<file path="src/rtl/fetch_ctrl.sv">
// fetch_ctrl: instruction-fetch redirect and stall controller.
//
// Chooses the PC source each cycle from three redirect sources (EX-stage
// taken branch, ID-stage jump, ID-stage jump-register) and the load-use
// hazard. When a redirect arrives while the instruction memory is not
// ready, it is latched and the block waits in PEND. When memory becomes
// ready the latched redirect is applied and the stale fetch is flushed.
//
// Optional feature: define FETCH_CTRL_PERF_EN to add the Stall_Count and
// Redirect_Count performance counter outputs.
//
// Outputs are combinational because redirects must take effect with zero
// added latency. Only the FSM state, the pending redirect and the counters
// are registered.

module fetch_ctrl (
  input  logic        clk,
  input  logic        reset,
  input  logic        IMem_Ready,
  input  logic        Branch_Taken,
  input  logic [31:0] Branch_Target,
  input  logic        Jump,
  input  logic [25:0] Jump_Target,
  input  logic        JumpR,
  input  logic [31:0] Jump_RegTarget,
  input  logic        Load_Use_Hazard,
  output logic [1:0]  PCSrc,
  output logic        PC_Write,
  output logic [31:0] Branch_Target_Out,
  output logic [25:0] Jump_Target_Out,
  output logic [31:0] Jump_RegTarget_Out,
  output logic        IF_ID_Write,
  output logic        IF_ID_Flush,
  output logic        ID_EX_Flush,
  output logic        IMem_Req
`ifdef FETCH_CTRL_PERF_EN
  ,
  output logic [31:0] Stall_Count,
  output logic [31:0] Redirect_Count
`endif
);

  // PC source encodings; also used as the kind of a latched redirect.
  localparam logic [1:0] KIND_SEQ  = 2'b00;
  localparam logic [1:0] KIND_JUMP = 2'b01;
  localparam logic [1:0] KIND_JR   = 2'b10;
  localparam logic [1:0] KIND_BR   = 2'b11;

  typedef enum logic {
    RUN  = 1'b0,
    PEND = 1'b1
  } state_t;

  state_t      state_q, state_d;
  logic [1:0]  pend_kind_q, pend_kind_d;
  logic [31:0] pend_target_q, pend_target_d;

  // Prioritised redirect request seen by the RUN state.
  logic        req_valid_s;
  logic [1:0]  req_kind_s;
  logic [31:0] req_target_s;
  logic        stall_s;

  // Effective redirect in PEND: a new branch replaces the latched one.
  logic [1:0]  eff_kind_s;
  logic [31:0] eff_target_s;

  // Decode the redirect sources: branch beats hazard, hazard blocks jumps.
  always_comb begin
    req_valid_s  = 1'b0;
    req_kind_s   = KIND_SEQ;
    req_target_s = 32'd0;
    stall_s      = 1'b0;
    if (Branch_Taken) begin
      req_valid_s  = 1'b1;
      req_kind_s   = KIND_BR;
      req_target_s = Branch_Target;
    end else if (Load_Use_Hazard) begin
      stall_s = 1'b1;
    end else if (Jump) begin
      req_valid_s  = 1'b1;
      req_kind_s   = KIND_JUMP;
      req_target_s = {6'd0, Jump_Target};
    end else if (JumpR) begin
      req_valid_s  = 1'b1;
      req_kind_s   = KIND_JR;
      req_target_s = Jump_RegTarget;
    end else begin
      req_valid_s = 1'b0;
    end
  end

  // Select the redirect that applies while pending; jumps are on a flushed path.
  always_comb begin
    if (Branch_Taken) begin
      eff_kind_s   = KIND_BR;
      eff_target_s = Branch_Target;
    end else begin
      eff_kind_s   = pend_kind_q;
      eff_target_s = pend_target_q;
    end
  end

  // Next-state and output logic for the RUN/PEND controller.
  always_comb begin
    state_d            = state_q;
    pend_kind_d        = pend_kind_q;
    pend_target_d      = pend_target_q;
    PCSrc              = KIND_SEQ;
    PC_Write           = 1'b0;
    IF_ID_Write        = 1'b0;
    IF_ID_Flush        = 1'b0;
    ID_EX_Flush        = 1'b0;
    IMem_Req           = 1'b0;
    Branch_Target_Out  = Branch_Target;
    Jump_Target_Out    = Jump_Target;
    Jump_RegTarget_Out = Jump_RegTarget;

    if (reset) begin
      state_d       = RUN;
      pend_kind_d   = KIND_SEQ;
      pend_target_d = 32'd0;
    end else begin
      IMem_Req    = 1'b1;
      IF_ID_Write = IMem_Ready;
      case (state_q)
        RUN: begin
          if (stall_s) begin
            // Hold PC and IF/ID, insert a bubble into EX.
            IF_ID_Write = 1'b0;
            ID_EX_Flush = 1'b1;
          end else if (req_valid_s) begin
            // Flushes go out in the event cycle whether or not memory is ready.
            IF_ID_Flush = 1'b1;
            ID_EX_Flush = (req_kind_s == KIND_BR);
            PCSrc       = req_kind_s;
            if (IMem_Ready) begin
              PC_Write = 1'b1;
            end else begin
              PC_Write      = 1'b0;
              pend_kind_d   = req_kind_s;
              pend_target_d = req_target_s;
              state_d       = PEND;
            end
          end else begin
            PC_Write = IMem_Ready;
          end
        end
        PEND: begin
          PCSrc              = eff_kind_s;
          Branch_Target_Out  = eff_target_s;
          Jump_Target_Out    = eff_target_s[25:0];
          Jump_RegTarget_Out = eff_target_s;
          if (Branch_Taken) begin
            IF_ID_Flush = 1'b1;
            ID_EX_Flush = 1'b1;
          end else begin
            ID_EX_Flush = 1'b0;
          end
          if (IMem_Ready) begin
            // Apply the redirect and drop the stale instruction just fetched.
            PC_Write      = 1'b1;
            IF_ID_Flush   = 1'b1;
            state_d       = RUN;
            pend_kind_d   = KIND_SEQ;
            pend_target_d = 32'd0;
          end else begin
            PC_Write      = 1'b0;
            pend_kind_d   = eff_kind_s;
            pend_target_d = eff_target_s;
          end
        end
        default: begin
          state_d       = RUN;
          pend_kind_d   = KIND_SEQ;
          pend_target_d = 32'd0;
        end
      endcase
    end
  end

  // State and pending-redirect registers with synchronous reset.
  always_ff @(posedge clk) begin
    if (reset) begin
      state_q       <= RUN;
      pend_kind_q   <= KIND_SEQ;
      pend_target_q <= 32'd0;
    end else begin
      state_q       <= state_d;
      pend_kind_q   <= pend_kind_d;
      pend_target_q <= pend_target_d;
    end
  end

`ifdef FETCH_CTRL_PERF_EN
  logic [31:0] stall_count_q, stall_count_d;
  logic [31:0] redirect_count_q, redirect_count_d;

  // Counter increments: stalled cycles and applied non-sequential PC updates.
  always_comb begin
    stall_count_d    = stall_count_q;
    redirect_count_d = redirect_count_q;
    if (!PC_Write) begin
      stall_count_d = stall_count_q + 32'd1;
    end else if (PCSrc != KIND_SEQ) begin
      redirect_count_d = redirect_count_q + 32'd1;
    end else begin
      redirect_count_d = redirect_count_q;
    end
  end

  // Performance counter registers; they wrap naturally at 2^32.
  always_ff @(posedge clk) begin
    if (reset) begin
      stall_count_q    <= 32'd0;
      redirect_count_q <= 32'd0;
    end else begin
      stall_count_q    <= stall_count_d;
      redirect_count_q <= redirect_count_d;
    end
  end

  assign Stall_Count    = stall_count_q;
  assign Redirect_Count = redirect_count_q;
`endif

endmodule

</file>
<file path="config.mk">
export PLATFORM = sky130hd
export DESIGN_NAME = fetch_ctrl
export DESIGN_NICKNAME = d
export VERILOG_FILES = /design/src/rtl/fetch_ctrl.sv
export SDC_FILE = /design/constraint.sdc
export NUM_CORES = 1
export LEC_CHECK = 0
export CAP_MARGIN = 5
export CORE_MARGIN = 2
export CORE_UTILIZATION = 30
export DETAILED_ROUTE_END_ITERATION = 7
export PLACE_DENSITY = 0.66
export SLEW_MARGIN = 20
export SYNTH_ARGS = -nofsm -noshare
export SYNTH_HDL_FRONTEND = slang
export SYNTH_SLANG_ARGS = --single-unit
</file>
<file path="constraint.sdc">
create_clock -name clk -period 4.19 [get_ports clk]
set_input_delay 1.257 -clock clk [delete_from_list [all_inputs] [get_ports clk]]
set_output_delay 1.257 -clock clk [all_outputs]
set_load 0.1 [all_outputs]
</file>
# ---- Word-level counts from Yosys, hierarchy flattened
# Cells that the tools add are included.
dict set report op_classes {
  eq_ne 4
  mux 59
  bitwise_logic 1
  reduce_logical 1
}
# cell count
set ops {}
lappend ops {{$mux W32} 13}
lappend ops {{$pmux W32 S2} 1}
lappend ops {{$mux W26} 2}
lappend ops {{$mux W1} 25}
lappend ops {{$mux W2} 12}
lappend ops {{$pmux W1 S2} 4}
lappend ops {{$pmux W2 S2} 2}
lappend ops {{$ne A2 B2 Y1 const B} 3}
lappend ops {{$reduce_and A3 Y1} 1}
lappend ops {{$eq A2 B2 Y1 const B} 1}
lappend ops {{$not A1 Y1} 1}
dict set report word_totals {
  regBits 35
  in_bits 97
  elab_cells 68
}

# ---- Logic depth before layout (Yosys ltp)
# Gate-level depths: netlist of run 1.
dict set report logic_depth {
  ltp_word 9
  depth_mapped 7
  mapped_depth_nobuf 4
}

# ---- Least setup slack after synthesis of run 1
# No wires, ideal clock.
dict set report synth_timing {
  path_kind {input to output}
  from {in reset}
  to {out PC_Write}
  arrival_time_ps 4639
  required_time_ps 2933
  slack_ps -1706
  cell_stages 6
  path_buffers 3
  path_cell_list {clkbuf_1 -> inv_1 -> clkbuf_1 -> nand2_1 -> a21oi_1 -> buf_4}
}
dict set report synth_between {
  elab_chain_len 1
}
# element line
set synth_rtl {}
lappend synth_rtl {{from (decl)} 18} ;# input logic reset,
lappend synth_rtl {{$mux W1} 119} ;# if (reset) begin
lappend synth_rtl {{to (decl)} 28} ;# output logic PC_Write,
# No other way between the ends.

# ---- Worst setup path in the final report of run 1
dict set report layout_timing {
  from {in Load_Use_Hazard}
  to {out IF_ID_Flush}
}
dict set report layout_between {
  elab_chain_len 6
  elab_cells_between_ends 8
  classes_between {mux (8)}
}
# element line
set layout_rtl {}
lappend layout_rtl {{from (decl)} 26} ;# input logic Load_Use_Hazard,
lappend layout_rtl {{$mux W1} 78} ;# end else if (Load_Use_Hazard) begin
lappend layout_rtl {{$mux W1} 74} ;# if (Branch_Taken) begin
lappend layout_rtl {{$mux W1} 132} ;# end else if (req_valid_s) begin
lappend layout_rtl {{$mux W1 (*)} 128} ;# if (stall_s) begin
lappend layout_rtl {{$pmux W1 S2 (*)} 126} ;# case (state_q)
lappend layout_rtl {{$mux W1 (*)} 119}
lappend layout_rtl {{to (decl)} 33} ;# output logic IF_ID_Flush,
# Mark *: on every way between the ends. The rest lies on a longest branch, timed or not.

==> reports/qor.log, run 1 <==
INFO  yosys          most_common_cell_in_the_synthesized_netlist=o21a_1
INFO  cells_and_area area_growth_syn_to_layout=97.09%
INFO  sta            timing.final.crit_share=0.9626
INFO  yosys          post_synth_instance_area=3314squm
INFO  placement      detailed_place.area=6412squm
INFO  yosys          netlist.top_cell.by_area=dfxtp_1
INFO  worst_setup_path cp_data_arrival_time=2.78ns
INFO  cells_and_area layoutNonFillerInstCount=717
INFO  cts            cts-buffers-inserted=5
INFO  sta            measured_slew_at_the_worst_slew_check_pin=0.4672ns
INFO  power          total_leakage_power=2.513nW
INFO  worst_setup_path required=2.93ns
INFO  floorplan      design.portCount=194
INFO  yosys          postSynthNetCount=504
INFO  yosys          synthesis.yosys.warnings=0
INFO  cts            cts_tree=yes
INFO  detailed_routing detail_route.wirelength=13730microns
INFO  detailed_routing wl_per_cell=19.15microns
INFO  sta            report.final.hold_viol_count=0
INFO  global_route   grt_pass1_wl=21710microns
INFO  detailed_routing routedLengthMet1=5537microns
INFO  global_route   global_route.overflow_total=0
INFO  yosys          async_reset_ff_frac=0
INFO  worst_setup_path timing.critical_path.slowest_stage_cell=clkdlybuf4s50_1
INFO  cells_and_area fin_area=6533squm
INFO  worst_setup_path crit_type=in2out
INFO  power          ir_drop=159.2uV
INFO  yosys          postSynthCellCount=407
INFO  placement      inst_count_dp=709
INFO  yosys          synthDistinctLibCells=31
INFO  yosys          synth-seq-cells=35
INFO  sta            max_clock_freq=247.9MHz
INFO  cts            clock-root-buffer=clkbuf_8
INFO  worst_setup_path stage_delay_of_the_slowest_cell_on_the_critical_path=0.66ns
INFO  detailed_routing drt_pass1_iterations=7
INFO  floorplan      rows=38
INFO  floorplan      start_util=0.3071
INFO  detailed_routing routed.top_layer=met4
INFO  detailed_routing post-route-drc-count=0
INFO  cts            clk-insertion-delay-late=0.28ns
INFO  yosys          synth.yosys.seq_area_share=0.2114
INFO  detailed_routing drt_iter0_markers=329
INFO  placement      port-buffer-count=193
INFO  floorplan      core_area=10790squm
INFO  sta            rsz0062_at_grt=false
INFO  detailed_routing antenna_left=0
INFO  worst_setup_path maximum_net_fanout_on_the_critical_path=8
INFO  yosys          number_of_enable_type_register_cells_in_the_synthesized_netlist=0
INFO  sta            clock_skew=0.005890ns
INFO  yosys          post-synth-top-area-fraction=0.2114
INFO  detailed_routing dr_wl_met3=1092microns
INFO  global_route   grt_pass1_vias=4171
INFO  cells_and_area share_of_layout_cells_above_drive_strength_1=0.3016
INFO  placement      globalplace.congestion=0.8277
INFO  floorplan      die-width=109.1microns
INFO  yosys          synth_area_leaders=dfxtp_1, o21a_1, mux2_2
INFO  global_route   grt_max_degree=52
INFO  yosys          synth.avg_cell_area=8.144squm
INFO  sta            period_needed=4.033ns
INFO  worst_setup_path crit_path_cell_trace=clkdlybuf4s50_1, o21bai_1, nor2_1, a211oi_1, nor2_2, buf_12
INFO  cells_and_area diodes=0
INFO  cts            cts-root-to-sink-buffers=2
INFO  floorplan      fp.dieH=109.1microns
INFO  worst_setup_path worstSetupStartpointType=input pin
INFO  min_path       hp-class=reg2reg
INFO  global_route   grt_usage=0.2292
INFO  cells_and_area nets=673
INFO  yosys          synthTopCellsByCount=o21a_1, a21oi_1, dfxtp_1
INFO  cts            clock_sinks=35
INFO  job            timing.max_cap.violations=0
INFO  cts            h-tree-depth=2
INFO  sta            slew_viol_final=0
INFO  worst_setup_path critical_path.endpoint_type=primary output
INFO  global_route   grt_antenna_before_repair=0
INFO  outcome        outcome=finished clean
INFO  worst_setup_path critPathBufInv=2
INFO  detailed_routing dr_wl_met2=6939microns
INFO  worst_setup_path critical-path-top-delay-family=buffers and inverters
INFO  cts            cts.repair_timing.setup_buffer_count=0
INFO  sta            max-slew-margin-rel=0.6885
INFO  power          power.density_cell_area=302.2nW/um^2
INFO  cts            clk_pin_slew_worst_paths=0.07ns
INFO  sta            setup_viol=0
INFO  detailed_routing detailroute.via_count=4104
INFO  detailed_routing vias_per_cell=5.724
INFO  yosys          leading_register_cell_type_out_of_synthesis=dfxtp_1
INFO  placement      dp.final_hpwl=9662microns
INFO  floorplan      fp.dieArea=11910squm
==> state kept, by name, summed over array words and instances (netlist names) <==
signal         count
pend_kind_q        2
pend_target_q     32
state_q            1
==> cell type report <==
cell class,instances,area (sq um)
fill,896,4260
timing repair buffer,210,3080
multi-input combinational,321,2447
sequential,35,700.7
tap,140,175.2
clock buffer,6,82.58
clock inverter,2,35.03
inverter,3,11.26
==> tightest hold or removal path: stages (launching register included) <==
cell and delay (ns):
dfxtp_1 0.32, nor2_1 0.10, a211oi_1 0.05
==> per-layer routing <==
layer | global-route usage | vias up
met5 | 0 | -
met4 | 0.04853 | 0
met1 | 0.2832 | 1993
li1 | - | 1930
met3 | 0.05619 | 10
met2 | 0.4011 | 171
==> placed cells by master, fill, tap and decap left out, types with 2 or more instances in the layout <==
| master | count |
|---|---|
| mux2i_1 | 32 |
| a21oi_1 | 31 |
| buf_4 | 14 |
| dfxtp_1 | 35 |
| nor2_2 | 2 |
| clkdlybuf4s50_1 | 94 |
| a222oi_1 | 26 |
| a21oi_2 | 6 |
| nor2_1 | 16 |
| o211ai_1 | 26 |
| inv_1 | 3 |
| o21a_1 | 52 |
| a21o_1 | 2 |
| mux2_2 | 32 |
| a211oi_1 | 6 |
| buf_12 | 101 |
| nand2_1 | 34 |
| a221o_1 | 6 |
| o21ai_0 | 32 |
| a211oi_2 | 2 |
| clkbuf_8 | 6 |
| nor3b_1 | 2 |
| a21oi_4 | 3 |
==> path summary, 6_finish.rpt <==
check / startpoint / end / slack [ns] / depth (start not counted)
min: pend_target_q[27] / pend_target_q[27] / 0.51 / 2
max: Load_Use_Hazard / IF_ID_Flush / 0.16 / 6
max reg2reg: state_q / pend_target_q[22] / 2.48 / 5
min reg2reg: pend_target_q[27] / pend_target_q[27] / 0.51 / 2
==> logic make-up (layout without fill, tap and decap cells) <==
kind of cell           Yosys count  count (layout)  share of synthesized area
DFF                             35              35                     0.2114
AOI/OAI and AO/OA              195             195                     0.4179
buffers and inverters           51             221                    0.07814
muxes                           64              64                     0.2054
and+or+nand+nor                 62              62                    0.08720
==> timing repair <==
item / in CTS / in global routing
endpoints found under the setup margin: 0 / 7
gates resized for setup: 0 / 1
hold buffers: 0 / 0
==> through the flow <==
stage / power (mW) / hold slack, ns / TNS (ns) / util / setup slack [ns]
floorplan: 1.159 / 0.4866 / -0.5038 / - / -0.2593
global placement: 1.648 / 0.4995 / 0 / 0.5941 / 0.09688
detailed placement: 1.658 / 0.5035 / 0 / 0.5941 / 0.09126
CTS: 1.991 / 0.5161 / 0 / 0.6050 / 0.07505
global route: 2.051 / 0.5553 / 0 / 0.6053 / 0.05479
finish: 1.974 / 0.5124 / 0 / 0.6053 / 0.1568
==> power breakdown <==
part           total (mW)  switching [mW]  internal [mW]
registers           0.393          0.0262          0.367
logic                1.26           0.783          0.475
clock network       0.323           0.131          0.193
No activity file was read; power rests on OpenSTA's default activity.
==> run 2, diff against run 1 <==
Settings changed: RECOVER_POWER from default to 100.
==> run 2 against run 1 <==
Effect of this change: global-route usage is the same; design area shrank 10%; wire length grew 0.85%; largest cell class unchanged; sequential share of layout area grew 1.2 points; sequential power is essentially flat; final cell count is the same; fmax shrank 0.72%; first-iteration DRC count grew 6.1%; critical path depth is the same; highest routed layer unchanged; clock skew grew 0.0022 ns.
==> reports/qor.log, run 2 (synthesis results as in run 1) <==
INFO  cts            cts-buffers-inserted=5 [unchanged]
INFO  cells_and_area final_util=0.5450 [-0.06028]
INFO  sta            report.final.hold_viol_count=0 [unchanged]
INFO  cts            cts-root-to-sink-buffers=2 [unchanged]
INFO  cells_and_area ff_latch_area=700.7squm [unchanged]
INFO  detailed_routing detailroute.via_count=4069 [-0.85%]
INFO  sta            max_clock_freq=246.2MHz [-0.72%]
INFO  job            timing.max_cap.violations=0 [unchanged]
INFO  worst_setup_path crit_path_cell_trace=buf_4, clkbuf_2, mux2i_1, nand2_1, o21a_1, buf_4
INFO  cts            cts_resized=0 [unchanged]
INFO  cells_and_area nFillCells=1014 [+13%]
INFO  global_route   global_route.overflow_total=0 [unchanged]
INFO  cells_and_area nets=673 [unchanged]
INFO  floorplan      start_util=0.3071 [unchanged]
INFO  cells_and_area final_cell_mix=clkdlybuf4s50_1, o21a_1, buf_12
INFO  sta            rsz0062_at_grt=false
INFO  placement      dp.final_hpwl=9662microns [unchanged]
INFO  cts            clk-insertion-delay-late=0.29ns [about the same]
INFO  placement      port-buffer-count=193 [unchanged]
INFO  cts            cts_tree=yes
INFO  global_route   grt_pass1_wl=21710microns [unchanged]
INFO  sta            setup_viol=0 [unchanged]
INFO  worst_setup_path worstSetupStartpointType=input pin
INFO  cts            clk_pin_slew_worst_paths=0.07ns [about the same]
INFO  worst_setup_path stage_delay_of_the_slowest_cell_on_the_critical_path=0.66ns [about the same]
INFO  sta            worst_slack=0.1278ns [-0.02906 ns]
INFO  global_route   grt_pass1_vias=4171 [unchanged]
INFO  worst_setup_path timing.critical_path.slowest_stage_cell=clkbuf_2
INFO  placement      globalplace.congestion=0.8277 [unchanged]
INFO  detailed_routing detail_route.wirelength=13840microns [+0.85%]
INFO  global_route   grt_usage=0.2292 [unchanged]
INFO  worst_setup_path critical_path.endpoint_type=primary output
INFO  cells_and_area regMostFlops=pend_target_q
INFO  min_path       hp-class=reg2reg
INFO  global_route   grt_max_degree=52 [unchanged]
INFO  cells_and_area area_growth_syn_to_layout=77.46%
INFO  worst_setup_path maximum_net_fanout_on_the_critical_path=30 [+22]
INFO  floorplan      fp.dieH=109.1microns [unchanged]
INFO  floorplan      design.portCount=194 [unchanged]
INFO  cells_and_area multi_input_comb_area=2424squm [-0.97%]
INFO  floorplan      fp.dieArea=11910squm [unchanged]
INFO  cells_and_area layoutNonFillerInstCount=717 [unchanged]
INFO  floorplan      core_area=10790squm [unchanged]
INFO  sta            max-slew-margin-rel=0.3327 [-0.3558]
INFO  worst_setup_path crit_path_frequent_cell=buf_4
INFO  power          ir_drop=158.7uV [-0.33%]
INFO  sta            slew_viol_final=0 [unchanged]
INFO  detailed_routing drt_pass1_iterations=7 [unchanged]
INFO  power          power.density_cell_area=315.5nW/um^2 [+4.4%]
INFO  detailed_routing antenna_left=0 [unchanged]
INFO  sta            timing.final.crit_share=0.9695 [+0.006936]
INFO  detailed_routing vias_per_cell=5.675 [-0.85%]
INFO  cells_and_area mostFrequentLayoutCell=clkdlybuf4s50_1
INFO  cts            cts.repair_timing.setup_buffer_count=0 [unchanged]
INFO  detailed_routing wl_per_cell=19.31microns [+0.85%]
INFO  global_route   grt_antenna_before_repair=0 [unchanged]
INFO  power          design_power_total=1.856mW [-6.0%]
INFO  floorplan      rows=38 [unchanged]
INFO  cells_and_area fin_area=5882squm [-10%]
INFO  worst_setup_path crit_type=in2out
INFO  cells_and_area share_of_layout_cells_above_drive_strength_1=0.2322 [-0.06932]
INFO  placement      inst_count_dp=709 [unchanged]
INFO  cells_and_area diodes=0 [unchanged]
INFO  cts            clock-root-buffer=clkbuf_8
INFO  sta            period_needed=4.062ns [+0.02906 ns]
INFO  worst_setup_path reg2reg_slack=2.31ns [-0.17 ns]
INFO  cells_and_area top_regs=pend_target_q: 32 flops, pend_kind_q: 2 flops, state_q: 1 flops
INFO  worst_setup_path required=2.93ns [about the same]
INFO  outcome        outcome=finished clean
INFO  placement      detailedPlace.worstSlack=0.09126ns [unchanged]
INFO  floorplan      die-width=109.1microns [unchanged]
INFO  sta            clock_skew=0.008060ns [+0.002170 ns]
INFO  power          total_leakage_power=2.285nW [-9.1%]
INFO  cts            clock_sinks=35 [unchanged]
INFO  cts            cts_hold_bufs=0 [unchanged]
INFO  cells_and_area largest_reg_flops=32 [unchanged]
INFO  detailed_routing post-route-drc-count=0 [unchanged]
INFO  cts            h-tree-depth=2 [unchanged]
INFO  placement      detailed_place.area=6412squm [unchanged]
INFO  sta            measured_slew_at_the_worst_slew_check_pin=0.9993ns [+0.5321 ns]
INFO  worst_setup_path cp_data_arrival_time=2.81ns [+0.03 ns]
INFO  detailed_routing drt_iter0_markers=349 [+6.1%]
-- run 2: where the power goes --
part | leakage, nW | total, mW | switching [mW] | internal, mW
Sequential | 0.290 | 0.393 | 0.0267 | 0.367
Combinational | 1.93 | 1.13 | 0.762 | 0.373
Clock | 0.0612 | 0.328 | 0.135 | 0.193
Total | 2.29 | 1.86 | 0.923 | 0.933
-- run 2: per-stage QoR --
stage / TNS, ns / hold WS (ns)
final: 0 / 0.5122
after global routing: 0 / 0.5548
after CTS: 0 / 0.5161
after detailed placement: 0 / 0.5035
after global placement: 0 / 0.4995
after floorplan: -0.5038 / 0.4866
-- run 2: routing by layer --
metal  up-vias  track usage  share of wire
li1       1920            -              -
met1      1989       0.2832           0.41
met2       152       0.4011           0.50
met3         8      0.05619          0.079
met4         0      0.04853          0.010
met5         -            0              0
-- run 2: final cells by class --
cell class              count  area share
inverters                   3    0.001914
well taps                 140     0.02978
flip-flops and latches     35      0.1191
clock buffers               6     0.01404
multi-input cells         321      0.4120
clock inverters             2    0.005956
repair buffers            210      0.4171
-- run 2: critical path, delay by kind of cell --
family	cells	cell delay, ns
compound gates	1	0.12
buf+inv	3	1.01
mux	1	0.30
simple gates	1	0.10
-- run 2: worst paths after layout --
path | startpoint | endpoint | cells after the start
setup / recovery | Branch_Taken | Jump_RegTarget_Out[16] | 6
setup reg to reg | state_q | pend_target_q[18] | 5
hold reg to reg | pend_target_q[27] | pend_target_q[27] | 2
hold / removal | pend_target_q[27] | pend_target_q[27] | 2
==> run 3, diff against run 2 <==
Settings changed: CELL_PAD_IN_SITES_DETAIL_PLACEMENT from default to 1, CELL_PAD_IN_SITES_GLOBAL_PLACEMENT from default to 2, CORE_UTILIZATION 30 to 22, PLACE_DENSITY 0.66 to default, PLACE_DENSITY_LB_ADDON from default to 0.1.
==> run 3 against run 2 <==
Effect of this change: wire length grew 17%; utilization fell by 14 points; design area increased by 0.98%; non-clock buffer count is 7 higher; clock skew decreased by 0.0054 ns; via count up 1.5%; largest cell class unchanged; fmax is 1.3% lower; highest routed layer unchanged; clock power increased by 22%; largest power group unchanged; critical path depth is 1 lower; the run now ends with max-capacitance violations, max-slew violations left; sequential cell count unchanged; register-to-register slack worse by 0.19 ns.
==> reports/qor.log, run 3 (synthesis results as in run 1) <==
INFO  cts            cts_hold_bufs=0 [unchanged]
INFO  worst_setup_path cp_data_arrival_time=2.86ns [+0.05 ns]
INFO  detailed_routing detailroute.via_count=4129 [+1.5%]
INFO  outcome        outcome=finished with violations
INFO  power          ir_drop=144.4uV [-9.0%]
INFO  floorplan      die-width=126.7microns [+16%]
INFO  worst_setup_path required=2.93ns [about the same]
INFO  placement      globalplace.congestion=0.7863 [-5.0%]
INFO  cts            cts-root-to-sink-buffers=2 [unchanged]
INFO  worst_setup_path critical_path.endpoint_type=primary output
INFO  floorplan      fp.dieH=126.7microns [+16%]
INFO  detailed_routing detail_route.wirelength=16250microns [+17%]
INFO  cts            cts-buffers-inserted=5 [unchanged]
INFO  power          design_power_total=1.917mW [+3.3%]
INFO  cts            clk_pin_slew_worst_paths=0.06ns [about the same]
INFO  placement      inst_count_dp=754 [+6.3%]
INFO  cts            clock_sinks=35 [unchanged]
INFO  cells_and_area nets=680 [+1.0%]
INFO  worst_setup_path worstSetupStartpoint=reset
INFO  worst_setup_path maximum_net_fanout_on_the_critical_path=13 [-57%]
INFO  global_route   grt_pass1_wl=24730microns [+14%]
INFO  detailed_routing post-route-drc-count=0 [unchanged]
INFO  min_path       hp-class=reg2reg
INFO  detailed_routing antenna_left=0 [unchanged]
INFO  cells_and_area top_regs=pend_target_q: 32 flops, pend_kind_q: 2 flops, state_q: 1 flops
INFO  sta            slew_viol_final=15 [+15]
INFO  global_route   grt_max_degree=61 [+17%]
INFO  worst_setup_path crit_type=in2out
INFO  cells_and_area largest_reg_flops=32 [unchanged]
INFO  global_route   grt_antenna_before_repair=0 [unchanged]
INFO  sta            clock_skew=0.002702ns [-0.005358 ns]
INFO  power          power.density_cell_area=322.8nW/um^2 [+2.3%]
INFO  worst_setup_path worstSetupStartpointType=input pin
INFO  floorplan      rows=44 [+16%]
INFO  detailed_routing drt_iter0_markers=292 [-16%]
INFO  sta            worst_slack=0.07608ns [-0.05169 ns]
INFO  global_route   grt_usage=0.1916 [-0.03752]
INFO  sta            measured_slew_at_the_worst_slew_check_pin=1.518ns [+0.5183 ns]
INFO  placement      detailedPlace.worstSlack=0.005299ns [-0.08596 ns]
INFO  sta            max_clock_freq=243.1MHz [-1.3%]
INFO  cells_and_area final_util=0.4056 [-0.1394]
INFO  sta            setup_viol=0 [unchanged]
INFO  cts            clk-insertion-delay-late=0.28ns [about the same]
INFO  floorplan      design.portCount=194 [unchanged]
INFO  sta            max-slew-margin-rel=-0.01170 [-0.3444]
INFO  cells_and_area regMostFlops=pend_target_q
INFO  global_route   global_route.overflow_total=0 [unchanged]
INFO  cells_and_area final_cell_mix=clkdlybuf4s50_1, buf_4, o21a_1
INFO  placement      dp.final_hpwl=11070microns [+15%]
INFO  global_route   grt_pass1_vias=4461 [+7.0%]
INFO  cells_and_area share_of_layout_cells_above_drive_strength_1=0.2517 [+0.01948]
INFO  floorplan      start_util=0.2263 [-0.08076]
INFO  cells_and_area diodes=0 [unchanged]
INFO  worst_setup_path rr_endpoint=pend_kind_q[0]
INFO  sta            report.final.hold_viol_count=0 [unchanged]
INFO  sta            period_needed=4.114ns [+0.05169 ns]
INFO  power          total_leakage_power=2.295nW [+0.40%]
INFO  worst_setup_path timing.reg2reg.worst_path_depth=5 [unchanged]
INFO  detailed_routing drt_pass1_iterations=5 [-2]
INFO  floorplan      core_area=14640squm [+36%]
INFO  cells_and_area area_growth_syn_to_layout=79.20%
INFO  cts            h-tree-depth=2 [unchanged]
INFO  cts            clock-root-buffer=clkbuf_16
INFO  worst_setup_path startpoint_of_the_worst_slack_reg_to_reg_timing_path=state_q
INFO  cts            cts_tree=yes
INFO  floorplan      fp.dieArea=16060squm [+35%]
INFO  min_path       timing.hold.worst_path_depth=2 [unchanged]
INFO  sta            rsz0062_at_grt=false
INFO  worst_setup_path reg2reg_slack=2.12ns [-0.19 ns]
INFO  cells_and_area layoutNonFillerInstCount=768 [+7.1%]
INFO  cells_and_area mostFrequentLayoutCell=clkdlybuf4s50_1
INFO  worst_setup_path cp_endpoint=Branch_Target_Out[16]
INFO  outcome        failed_checks=max-capacitance violations, max-slew violations
INFO  sta            timing.final.crit_share=0.9818 [+0.01234]
INFO  placement      port-buffer-count=193 [unchanged]
INFO  job            timing.max_cap.violations=1 [+1]
INFO  detailed_routing vias_per_cell=5.376 [-5.3%]
INFO  detailed_routing wl_per_cell=21.15microns [+9.6%]
[run 3: power breakdown]
| group | internal (mW) | total [mW] | switching [mW] |
|---|---|---|---|
| sequential | 0.367 | 0.392 | 0.0249 |
| clock | 0.253 | 0.399 | 0.145 |
| combinational | 0.358 | 1.13 | 0.768 |
[run 3: repair_timing]
| item | 4_1_cts | 5_1_grt |
|---|---|---|
| endpoints found under the setup margin | 0 | 40 |
| hold endpoints to repair | 0 | 0 |
| buffers inserted | 0 | 4 |
| gates resized for setup | 0 | 3 |
[run 3: critical path: stages]
cell and delay [ns]:
clkdlybuf4s50_1 0.49, nor3_4 0.29, buf_6 0.24, mux2_1 0.39, buf_12 0.18
[run 3: how the worst min path moves through the flow]
stage	start	to	slack (ns)
6_report	pend_target_q[30]	pend_target_q[30]	0.52
5_1_grt	pend_target_q[29]	pend_target_q[29]	0.55
4_1_cts	pend_target_q[28]	pend_target_q[28]	0.53
3_5_place_dp	pend_kind_q[1]	pend_kind_q[1]	0.51
3_3_place_gp	pend_target_q[29]	pend_target_q[29]	0.50
2_1_floorplan	pend_target_q[26]	pend_target_q[26]	0.49
[run 3: routing by layer]
layer | share of wire | wire length (microns) | track usage | vias to the layer above
met5 | 0 | 0 | 0 | -
met4 | 0.015 | 248 | 0.03943 | 0
met3 | 0.060 | 981 | 0.04892 | 12
met2 | 0.50 | 8068 | 0.3386 | 132
met1 | 0.43 | 6947 | 0.2361 | 2046
li1 | - | - | - | 1939
[run 3: cell type report]
type | count | area, sq um
inverter | 3 | 11.26
sequential | 35 | 701.9
tap | 184 | 230.2
timing repair buffer | 217 | 2426
multi-input combinational | 321 | 2414
fill | 1706 | 8705
clock buffer | 8 | 156.4
[run 3: stage by stage]
stage / setup TNS, ns / instance area (sq um) / hold WS, ns
after floorplan: -0.5038 / 3377 / 0.4866
after global placement: 0 / 6484 / 0.5029
after detailed placement: 0 / 6484 / 0.5135
after CTS: 0 / 6640 / 0.5306
after global routing: 0 / 5939 / 0.5500
final: 0 / 5939 / 0.5239
